$ cat config.mk
export PLATFORM = sky130hd
export DESIGN_NAME = s2p_symbol_scheduler
export DESIGN_NICKNAME = d
export VERILOG_FILES = /design/src/rtl/s2p_symbol_scheduler.sv
export SDC_FILE = /design/constraint.sdc
export NUM_CORES = 1
export LEC_CHECK = 0
export ABC_AREA = 1
export ABC_CLOCK_PERIOD_IN_PS = 3150
export CORE_ASPECT_RATIO = 1.75
export CORE_MARGIN = 8
export CORE_UTILIZATION = 30
export DETAILED_ROUTE_END_ITERATION = 10
export SYNTH_ARGS = -nofsm -noshare
export SYNTH_HDL_FRONTEND = slang
export SYNTH_SLANG_ARGS = --single-unit
$ cat constraint.sdc
create_clock -name clock -period 3.15 [get_ports clock]
set_clock_uncertainty 0.2 [all_clocks]
set_input_delay 0.63 -clock clock [delete_from_list [all_inputs] [get_ports clock]]
set_output_delay 0.63 -clock clock [all_outputs]
set_load 0.02 [all_outputs]
$ cat src/rtl/s2p_symbol_scheduler.sv
// Read-side sequencer for the depuncturing serial-to-parallel buffer.
// Tracks filled mother-code slots as coded bits arrive and issues read_en
// in bursts of one OFDM symbol (N_DBPS pairs). At end of frame it flushes
// the partial tail. Overflow raises a sticky error flag.
module s2p_symbol_scheduler #(
    parameter int DEPTH = 501,
    parameter int CW    = 14
) (
    input  logic       clock,
    input  logic       reset,
    input  logic       start,
    input  logic [1:0] mode,
    input  logic [1:0] mod_sel,
    input  logic       wr_valid,
    input  logic       wr_last,
    input  logic       dst_ready,
    output logic       read_en,
    output logic       sym_start,
    output logic       sym_end,
    output logic       busy,
    output logic       done,
    output logic       err
);

    typedef enum logic [2:0] {IDLE, FILL, BURST, FLUSH, DONE} state_t;

    localparam logic [CW:0] DEPTH_W = (CW+1)'(DEPTH);

    state_t        state;
    logic [1:0]    mode_q;
    logic [CW-1:0] ndbps;
    logic [CW-1:0] avail;
    logic [CW-1:0] pair_cnt;
    logic [1:0]    pat;
    logic          last_seen;
    logic          first_rd;

    logic          wr_acc;
    logic [1:0]    add;
    logic [1:0]    pat_nxt;
    logic [CW:0]   sum;
    logic [CW:0]   diff;
    logic          ovf;
    logic [CW-1:0] avail_nxt;
    logic [CW:0]   need;
    logic [CW:0]   half_up;

    // Data bits per symbol for a puncture rate / constellation pair.
    // Illegal rate 3 is folded to rate 1/2.
    function automatic logic [CW-1:0] ndbps_lut(input logic [1:0] m, input logic [1:0] s);
        logic [CW-1:0] r;
        case ({m, s})
            4'b01_00: r = CW'(36);
            4'b01_01: r = CW'(72);
            4'b01_10: r = CW'(144);
            4'b01_11: r = CW'(216);
            4'b10_00: r = CW'(32);
            4'b10_01: r = CW'(64);
            4'b10_10: r = CW'(128);
            4'b10_11: r = CW'(192);
            default: begin
                case (s)
                    2'd0:    r = CW'(24);
                    2'd1:    r = CW'(48);
                    2'd2:    r = CW'(96);
                    default: r = CW'(144);
                endcase
            end
        endcase
        return r;
    endfunction

    // Mealy read strobe and per-burst markers; status follows state.
    assign read_en   = ((state == BURST) || (state == FLUSH)) && dst_ready;
    assign sym_start = read_en && first_rd;
    assign sym_end   = read_en && (pair_cnt == CW'(1));
    assign busy      = (state != IDLE);
    assign done      = (state == DONE);

    // Slot accounting: expand each written bit to its mother-code slots, retire two per read.
    always_comb begin
        wr_acc  = wr_valid && ((state == FILL) || (state == BURST) || (state == FLUSH));
        add     = 2'd0;
        pat_nxt = pat;
        if (wr_acc) begin
            case (mode_q)
                2'd1: begin
                    add     = (pat == 2'd2) ? 2'd3 : 2'd1;
                    pat_nxt = (pat == 2'd3) ? 2'd0 : pat + 2'd1;
                end
                2'd2: begin
                    add     = (pat == 2'd2) ? 2'd2 : 2'd1;
                    pat_nxt = (pat == 2'd2) ? 2'd0 : pat + 2'd1;
                end
                default: begin
                    add     = 2'd1;
                    pat_nxt = 2'd0;
                end
            endcase
        end
        sum = {1'b0, avail} + {{(CW-1){1'b0}}, add};
        if (read_en)
            diff = (sum >= (CW+1)'(2)) ? sum - (CW+1)'(2) : '0;
        else
            diff = sum;
        ovf       = (diff > DEPTH_W);
        avail_nxt = ovf ? DEPTH_W[CW-1:0] : diff[CW-1:0];
        need      = {ndbps, 1'b0};
        half_up   = ({1'b0, avail} + (CW+1)'(1)) >> 1;
    end

    // Frame sequencer plus slot/pair bookkeeping.
    always_ff @(posedge clock) begin
        if (reset) begin
            state     <= IDLE;
            mode_q    <= 2'd0;
            ndbps     <= '0;
            avail     <= '0;
            pair_cnt  <= '0;
            pat       <= 2'd0;
            last_seen <= 1'b0;
            first_rd  <= 1'b0;
            err       <= 1'b0;
        end else begin
            if ((state == FILL) || (state == BURST) || (state == FLUSH)) begin
                avail <= avail_nxt;
                pat   <= pat_nxt;
                if (ovf)
                    err <= 1'b1;
                if (wr_acc && wr_last)
                    last_seen <= 1'b1;
            end
            case (state)
                IDLE: begin
                    if (start) begin
                        mode_q    <= (mode == 2'd3) ? 2'd0 : mode;
                        ndbps     <= ndbps_lut(mode, mod_sel);
                        avail     <= '0;
                        pat       <= 2'd0;
                        pair_cnt  <= '0;
                        last_seen <= 1'b0;
                        state     <= FILL;
                    end
                end
                FILL: begin
                    if (({1'b0, avail} >= need) && dst_ready) begin
                        state    <= BURST;
                        pair_cnt <= ndbps;
                        first_rd <= 1'b1;
                    end else if (last_seen && ({1'b0, avail} < need)) begin
                        if (avail != '0) begin
                            state    <= FLUSH;
                            pair_cnt <= half_up[CW-1:0];
                            first_rd <= 1'b1;
                        end else begin
                            state <= DONE;
                        end
                    end
                end
                BURST, FLUSH: begin
                    if (read_en) begin
                        pair_cnt <= pair_cnt - CW'(1);
                        first_rd <= 1'b0;
                        if (pair_cnt == CW'(1))
                            state <= (state == BURST) ? FILL : DONE;
                    end
                end
                DONE:    state <= IDLE;
                default: state <= IDLE;
            endcase
        end
    end

endmodule

# Yosys cells after proc, flatten, opt, wreduce, memory -nomap -nowiden
# Index checks and enable logic that the tools add are counted.
[classes] add_sub_neg=5 n_mul=0 n_div=0 magnitude_cmp=4 n_eq_ne=25 shifts=0 muxes=43 bitwise=0 reduce_logical=22
[ops] operator="$mux 14" count=9
[ops] operator="$pmux 8 s8" count=1
[ops] operator="$pmux 14 s3" count=1
[ops] operator="$mux 15" count=2
[ops] operator="$pmux 8 s3" count=1
[ops] operator="$mux 3" count=7
[ops] operator="$mux 2" count=10
[ops] operator="$eq 4x3->1 const B" count=4
[ops] operator="$eq 4x4->1 const B" count=4
[ops] operator="$add 14x1->15 const B" count=1
[ops] operator="$add 14x2->15" count=1
[ops] operator="$ge 14x15->1" count=1
[ops] operator="$ge 15x2->1 const B" count=1
[ops] operator="$gt 15x9->1 const B" count=1
[ops] operator="$lt 14x15->1" count=1
[ops] operator="$sub 15x2->15 const B" count=1
[ops] operator="$eq 14x1->1 const B" count=1
[ops] operator="$reduce_bool 14->1" count=1
[ops] operator="$sub 14x1->14 const B" count=1
[ops] operator="$eq 2x2->1 const B" count=5
[ops] operator="$pmux 3 s3" count=1
[ops] operator="$mux 1" count=8
[ops] operator="$pmux 2 s2" count=2
[ops] operator="$reduce_and 4->1" count=2
[ops] operator="other kinds (17)" count=32
[word_totals] regBits=52 latch_bits=0 ramBits=0 rom_bits=0 inputBits=10 output_inout_bits=6 elab_cells=108 memories=0

# Logic depth before layout (Yosys ltp)
[depth] ltp_word=14 ltp_mapped=27 depth_no_buf=27

# Worst setup path after synthesis
# Ideal clock, no wire load.
[synth_path] path_type="register to register" from="register state[1]" to="register avail[0]" setup_time_ns=0.112 t_arrival_ns=3.098 required_time_ns=2.838 slack_ns=-0.260 stages_incl_launch_ff=21 n_path_buf=1 period_less_slack_ns=3.410 path_cell_list="dfxtp_1 -> nor2_1 -> nor2_1 -> nand2_1 -> nor2_1 -> ha_1 -> fa_1 -> inv_1 -> ha_1 -> inv_1 -> nor2_1 -> nand3_1 -> nor2_4 -> nand3_4 -> buf_6 -> nand3_1 -> nand3_2 -> nor2_4 -> nand2_4 -> o21ai_2 -> inv_1"
[synth_between] elab_chain_cells=14 elab_cells_between_ends=20 cone_classes="2 x add/sub; 2 x order compare; 3 x eq/ne; 7 x mux; 6 x reduce/logical"
[synth_rtl] element="from (decl)" line="29" rtl="state_t state;"
[synth_rtl] element="from (signal assigned)" line="165" rtl="state <= (state == BURST) ? FILL : DONE;"
[synth_rtl] element="$eq 3x1->1 or $eq 3x2->1 (tied branches)" line="82, 125, 74"
[synth_rtl] element="$logic_or 1x1->1 (2 in a row)" line="82, 125"
[synth_rtl] element="$logic_and 1x1->1" line="82" rtl="wr_acc = wr_valid && ((state == FILL) || (state == BURST) || (state == FLUSH));"
[synth_rtl] element="$mux 2" line="85" rtl="if (wr_acc) begin"
[synth_rtl] element="$add 14x2->15" line="101" rtl="sum = {1'b0, avail} + {{(CW-1){1'b0}}, add};"
[synth_rtl] element="$sub 15x2->15 or $ge 15x2->1 (tied branches)" line="103" rtl="diff = (sum >= (CW+1)'(2)) ? sum - (CW+1)'(2) : '0;"
[synth_rtl] element="$mux 15" line="103"
[synth_rtl] element="$mux 15" line="102" rtl="if (read_en)"
[synth_rtl] element="$gt 15x9->1" line="106" rtl="ovf = (diff > DEPTH_W);"
[synth_rtl] element="$mux 14" line="107" rtl="avail_nxt = ovf ? DEPTH_W[CW-1:0] : diff[CW-1:0];"
[synth_rtl] element="$mux 14" line="125" rtl="if ((state == FILL) || (state == BURST) || (state == FLUSH)) begin"
[synth_rtl] element="$mux 14" line="135" rtl="if (start) begin"
[synth_rtl] element="$mux 14 (*)" line="133" rtl="case (state)"
[synth_rtl] element="to (signal assigned)" line="126" rtl="avail <= avail_nxt;"
[synth_rtl] element="to (decl)" line="32" rtl="logic [CW-1:0] avail;"
# Every way passes the cells marked *; elsewhere a longest branch is shown, timed or not.
# A chain may end at the register's enable or synchronous reset.

# Worst setup path after layout
[layout_path] from="register mode_q[0]" to="register avail[4]"
[layout_between] elab_chain_cells=12 elab_cells_between_ends=14 cone_classes="2 x add/sub; 2 x order compare; 2 x eq/ne; 8 x mux"
[layout_rtl] element="from (decl)" line="30" rtl="logic [1:0] mode_q;"
[layout_rtl] element="from (signal assigned)" line="136" rtl="mode_q <= (mode == 2'd3) ? 2'd0 : mode;"
[layout_rtl] element="$eq 2x2->1 or $eq 2x1->1 (tied branches)" line="86" rtl="case (mode_q)"
[layout_rtl] element="$pmux 2 s2 (*)" line="86"
[layout_rtl] element="$mux 2 (*)" line="85"
[layout_rtl] element="$add 14x2->15 (*)" line="101"
[layout_rtl] element="$sub 15x2->15 or $ge 15x2->1 (tied branches)" line="103"
[layout_rtl] element="$mux 15" line="103"
[layout_rtl] element="$mux 15 (*)" line="102"
[layout_rtl] element="$gt 15x9->1" line="106"
[layout_rtl] element="$mux 14 (*)" line="107"
[layout_rtl] element="$mux 14 (*)" line="125"
[layout_rtl] element="$mux 14" line="135"
[layout_rtl] element="$mux 14 (*)" line="133"
# Marks and branches as above.

==> results list <==
- After detailed routing, the average wire length per cell comes to about 15 um.
* Share of cell area taken by muxes after synthesis: less than 1%
- Worst-Margin Slew: 0.497 ns
- Final Max Tran Viols: 0
- Setup violations remaining at the end of the flow were counted as 10.
- Data arrival, critical path: roughly 3.5 ns
* I/O Pins: 16
* Setup crit start kind: flop
- Largest family of logic cells by synthesized area: simple AND/OR/NAND/NOR gates
* Min Clock Period, post-route: 3.47 ns
* DP Wirelength: 10300 um
- Summing the sequential cell areas from Yosys gives 22.3% of the chip area.
- Worst-path clk slew: 0.06 ns
- In the finished design, the share of the clock period the worst path needs comes to 110%.
* Clock tree from TritonCTS: built
- TritonCTS created 5 clock buffers.
- Max Clk Rate: 288 MHz
- The worst setup path is of the reg -> reg kind.
- H-Tree Depth: 2
- Share of post-route cells with drive strength above 1: 29.9%
* Maximum Capacitance Violations: 0
* Power Density: 761 nW/um2
- The number of global-route vias before repair is between 4000 and 5000.
* Antenna fix cells: 0
- XOR/XNOR Fraction of Synth Area: 4.21%
- Number of fill cells: 1427
- Number of distinct library cells after synthesis: 45
- The detail route stage leaves a number of antenna-violating nets equal to 0.
* Synthesized netlist cell count: 613
* Violation count after the first detailed-route iteration: 120
* Number of flip-flops and latches in the synthesized netlist: 44
- Setup repair after global routing could not meet its margin everywhere.
* Final setup slack of the worst path: -0.318 ns
- The tightest min-delay check is of the reg -> reg type.
* Crit. End Element: flop
- The clock net in this run drives a total of 44 sinks.
- Tightest hold margin: 0.252 ns
- Relative max-transition margin: between 60% and 70%
* Sequential cell area: between 800 and 900 um2
- In this run, synthesis inferred 0 flip-flops with an integrated enable.
* Required time worst endpoint: between 3 and 4 ns
- The final hold violation count was 0.
- Post-Syn Area per Cell: between 6 and 7 um2
- The multi-input combinational cells in the finished layout cover a total of 2940 um2.
- Worst-path fanout max: 5
* Die Y: 168 um
* Total via count after detailed routing: 4286
* Clock latency reported for the late side of the worst-skew pair: approximately 0.28 ns
- The checks that failed: negative setup slack.
- In this run the core area contains 55 standard-cell rows.
* Final cell area excluding filler cells: about 5200 um2
- Routability-driven placement finished with a final weighted congestion of 0.908.
- The synthesized netlist devotes 38.8% of its cell area to simple gates.
- IR analysis of the VDD net gives a maximum drop of roughly 0.26 mV.
- In this run, the combinational gates consume 66.4% of the power.
- Summing the areas of all fa, ha and maj instances in the mapped netlist gives 8.10% of the synthesized area.
- Per report_power, the clock group accounts for between 10% and 20% of the total.
* Cell area after synthesis: roughly 4000 um2
* Overall die width: 103 um
* Number of buffers inserted for hold repair after clock tree synthesis: 0
- Maximum number of pins on one net before global-route repair: 23
- Relative area change from synthesis to final layout: 32.6%
- CORE AREA: ~13000 um2
- After global routing the overflow that remains totals 0.
* Post-Route WL: 12600 um
- Number of warning messages in the yosys log: 0
- Ys async rst share: 0%
- Of the total power, the share spent switching nets is between 40 and 50%.
- CTS placed an instance of sky130_fd_sc_hd__clkbuf_16 at the clock tree root.
- Initial core utilization: 30.6%
- Total design power: 3.99 mW
- In this run the deepest clock path goes through 2 buffers.
- Compound-cell area share of the yosys netlist: 16.1%
* Number of antenna violations at the first check in global routing: 0
- For this run, design rule violations remaining after detail routing come to 0.
* Outcome: finished, violations left
- In this run the cell area measured after placement is slightly below 5000 um2.
- Dividing the detail-routed via count by the number of cells gives a little under 5.
* Sequential group share of total power: 20.4%
- Wire length of the first global-routing pass: 20400 um
- Post-synth top flop: sky130_fd_sc_hd__dfxtp_1
- For this run, the detailed router's first-pass iteration total came to 4.
- All-Layer GR Usage: 15.2%
* Total nets after synthesis: 648
- Port Buffer Count: 15
- Int Pwr: 2.03 mW
* Die area: between 15000 and 20000 um2
- In this run the static leakage power is 2.37 nW.
- Final #Nets: 734
- Summed over all nets, the switching power comes to roughly 2.0 mW.
sequential cells by signal (all words and copies together) (netlist names):
name / cells
pat: 2
first_rd: 1
state: 3
err: 1
ndbps: 6
mode_q: 2
pair_cnt: 14
last_seen: 1
avail: 14
layout by cell type, fill, tap and decap left out, drive strengths merged:
| cell type | n |
|---|---|
| nand2 | 151 |
| nor2 | 86 |
| inv | 83 |
| buf | 77 |
| a21oi | 45 |
| dfxtp | 44 |
| nand3 | 42 |
| o21ai | 41 |
| ha | 24 |
| xor2 | 17 |
| nand4 | 14 |
| nor3 | 14 |
| clkdlybuf4s50 | 13 |
| o22ai | 9 |
| clkbuf | 8 |
| or2 | 5 |
| nor4 | 4 |
| nand3b | 2 |
| and3 | 2 |
| o32ai | 2 |
| a221oi | 2 |
| xnor2 | 2 |
| a22oi | 2 |
| dlygate4sd2 | 2 |
| a21boi | 1 |
| clkinv | 1 |
| a21o | 1 |
| o311ai | 1 |
| o31ai | 1 |
| mux2i | 1 |
| a22o | 1 |
| o211ai | 1 |
| fa | 1 |
repair_timing:
action,4_1_cts,5_1_grt
setup endpoints to repair,10,20
pin swaps,22,30
cloned,2,0
setup buffers,3,8
resized for setup,18,27
per-stage QoR:
stage	setup WS, ns	TNS [ns]	util (%)	cells
after floorplan	-0.0572	-0.308	-	613
after global routing	-0.523	-4.89	40.5	871
after global placement	-0.753	-7.29	37.3	850
after CTS	-0.304	-2.63	39.2	863
final	-0.318	-2.88	40.5	871
after detailed placement	-0.755	-7.34	37.3	850
synthesized netlist by cell type (2+ instances only):
library cell / instances / area, um2
sky130_fd_sc_hd__ha_1: 24 / 300
sky130_fd_sc_hd__nand3b_1: 2 / 15.0
sky130_fd_sc_hd__nand3_1: 33 / 165
sky130_fd_sc_hd__nand2_2: 14 / 87.6
sky130_fd_sc_hd__clkbuf_1: 7 / 26.3
sky130_fd_sc_hd__nand3_2: 7 / 70.1
sky130_fd_sc_hd__o21ai_2: 9 / 78.8
sky130_fd_sc_hd__nor2_4: 8 / 90.1
sky130_fd_sc_hd__o22ai_1: 9 / 56.3
sky130_fd_sc_hd__o32ai_1: 2 / 17.5
sky130_fd_sc_hd__buf_2: 2 / 10.0
sky130_fd_sc_hd__a21oi_1: 43 / 215
sky130_fd_sc_hd__nor4_1: 4 / 25.0
sky130_fd_sc_hd__inv_1: 77 / 289
sky130_fd_sc_hd__o21ai_0: 30 / 150
sky130_fd_sc_hd__nand4_1: 14 / 87.6
sky130_fd_sc_hd__a22oi_1: 2 / 15.0
sky130_fd_sc_hd__inv_2: 6 / 22.5
sky130_fd_sc_hd__nand2_4: 4 / 45.0
sky130_fd_sc_hd__dfxtp_1: 44 / 881
sky130_fd_sc_hd__a21oi_2: 2 / 17.5
sky130_fd_sc_hd__nor3_1: 12 / 60.1
sky130_fd_sc_hd__or2_2: 5 / 31.3
sky130_fd_sc_hd__buf_6: 2 / 22.5
sky130_fd_sc_hd__xnor2_1: 2 / 17.5
sky130_fd_sc_hd__nor2_2: 8 / 50.1
sky130_fd_sc_hd__nand2_1: 132 / 495
sky130_fd_sc_hd__a221oi_1: 2 / 17.5
sky130_fd_sc_hd__buf_4: 4 / 30.0
sky130_fd_sc_hd__nor2_1: 70 / 263
sky130_fd_sc_hd__nor3_2: 2 / 20.0
sky130_fd_sc_hd__xor2_1: 17 / 149
sky130_fd_sc_hd__and3_1: 2 / 12.5
worst paths after layout:
kind / startpoint / endpoint / slack (ns) / cells after the start
setup / recovery: mode_q[0] / avail[4] / -0.32 / 21
hold / removal: first_rd / first_rd / 0.25 / 2
hold reg to reg: first_rd / first_rd / 0.25 / 2
setup reg to reg: mode_q[0] / avail[4] / -0.32 / 21
worst max-delay path, cell delays in order, from the launching register on:
cell and delay (ns):
sky130_fd_sc_hd__dfxtp_4 0.37, sky130_fd_sc_hd__inv_4 0.04, sky130_fd_sc_hd__ha_4 0.22, sky130_fd_sc_hd__nor3_2 0.14, sky130_fd_sc_hd__nor2_1 0.06, sky130_fd_sc_hd__ha_2 0.18
sky130_fd_sc_hd__fa_2 0.43, sky130_fd_sc_hd__inv_2 0.10, sky130_fd_sc_hd__nor2_4 0.05, sky130_fd_sc_hd__nand2_2 0.10, sky130_fd_sc_hd__nand2_4 0.07, sky130_fd_sc_hd__inv_4 0.06
sky130_fd_sc_hd__nand4_1 0.12, sky130_fd_sc_hd__buf_6 0.16, sky130_fd_sc_hd__nor3_4 0.22, sky130_fd_sc_hd__nand4_1 0.13, sky130_fd_sc_hd__nand3_2 0.10, sky130_fd_sc_hd__nand3_2 0.09
sky130_fd_sc_hd__nor2_4 0.19, sky130_fd_sc_hd__nand2_4 0.11, sky130_fd_sc_hd__o21ai_2 0.14, sky130_fd_sc_hd__inv_1 0.05
routing by layer:
layer	up-vias	wire length [um]	GRT usage [%]
li1	2171	-	-
met4	0	1010	13.4
met3	65	322	1.53
met1	1940	4200	13.1
met2	110	7100	29.2
met5	-	0	0
cell type report:
type | count | share of cell area (%)
Clock buffer | 8 | 2.79
Inverter | 84 | 6.11
Multi-Input combinational cell | 472 | 56.1
Sequential cell | 44 | 17.0
Tap cell | 171 | 4.08
Timing Repair Buffer | 92 | 13.9
cell families (layout without fill, tap and decap cells):
logic type,count (synthesis),count (layout)
compound gates,107,107
xor+xnor,19,19
fa+ha+maj,25,25
buf+inv,99,184
flops,44,44
mux,1,1
simple gates,318,320
power groups by stage:
stage	Sequential, mW	Combinational, mW	Clock, mW
final	0.813	2.65	0.527
after global routing	0.827	2.91	0.559
after CTS	0.811	2.50	0.543
after detailed placement	0.820	2.39	0
after global placement	0.821	2.40	0
after floorplan	0.774	1.65	0
Note: power is estimated with default switching activity, not from simulation.
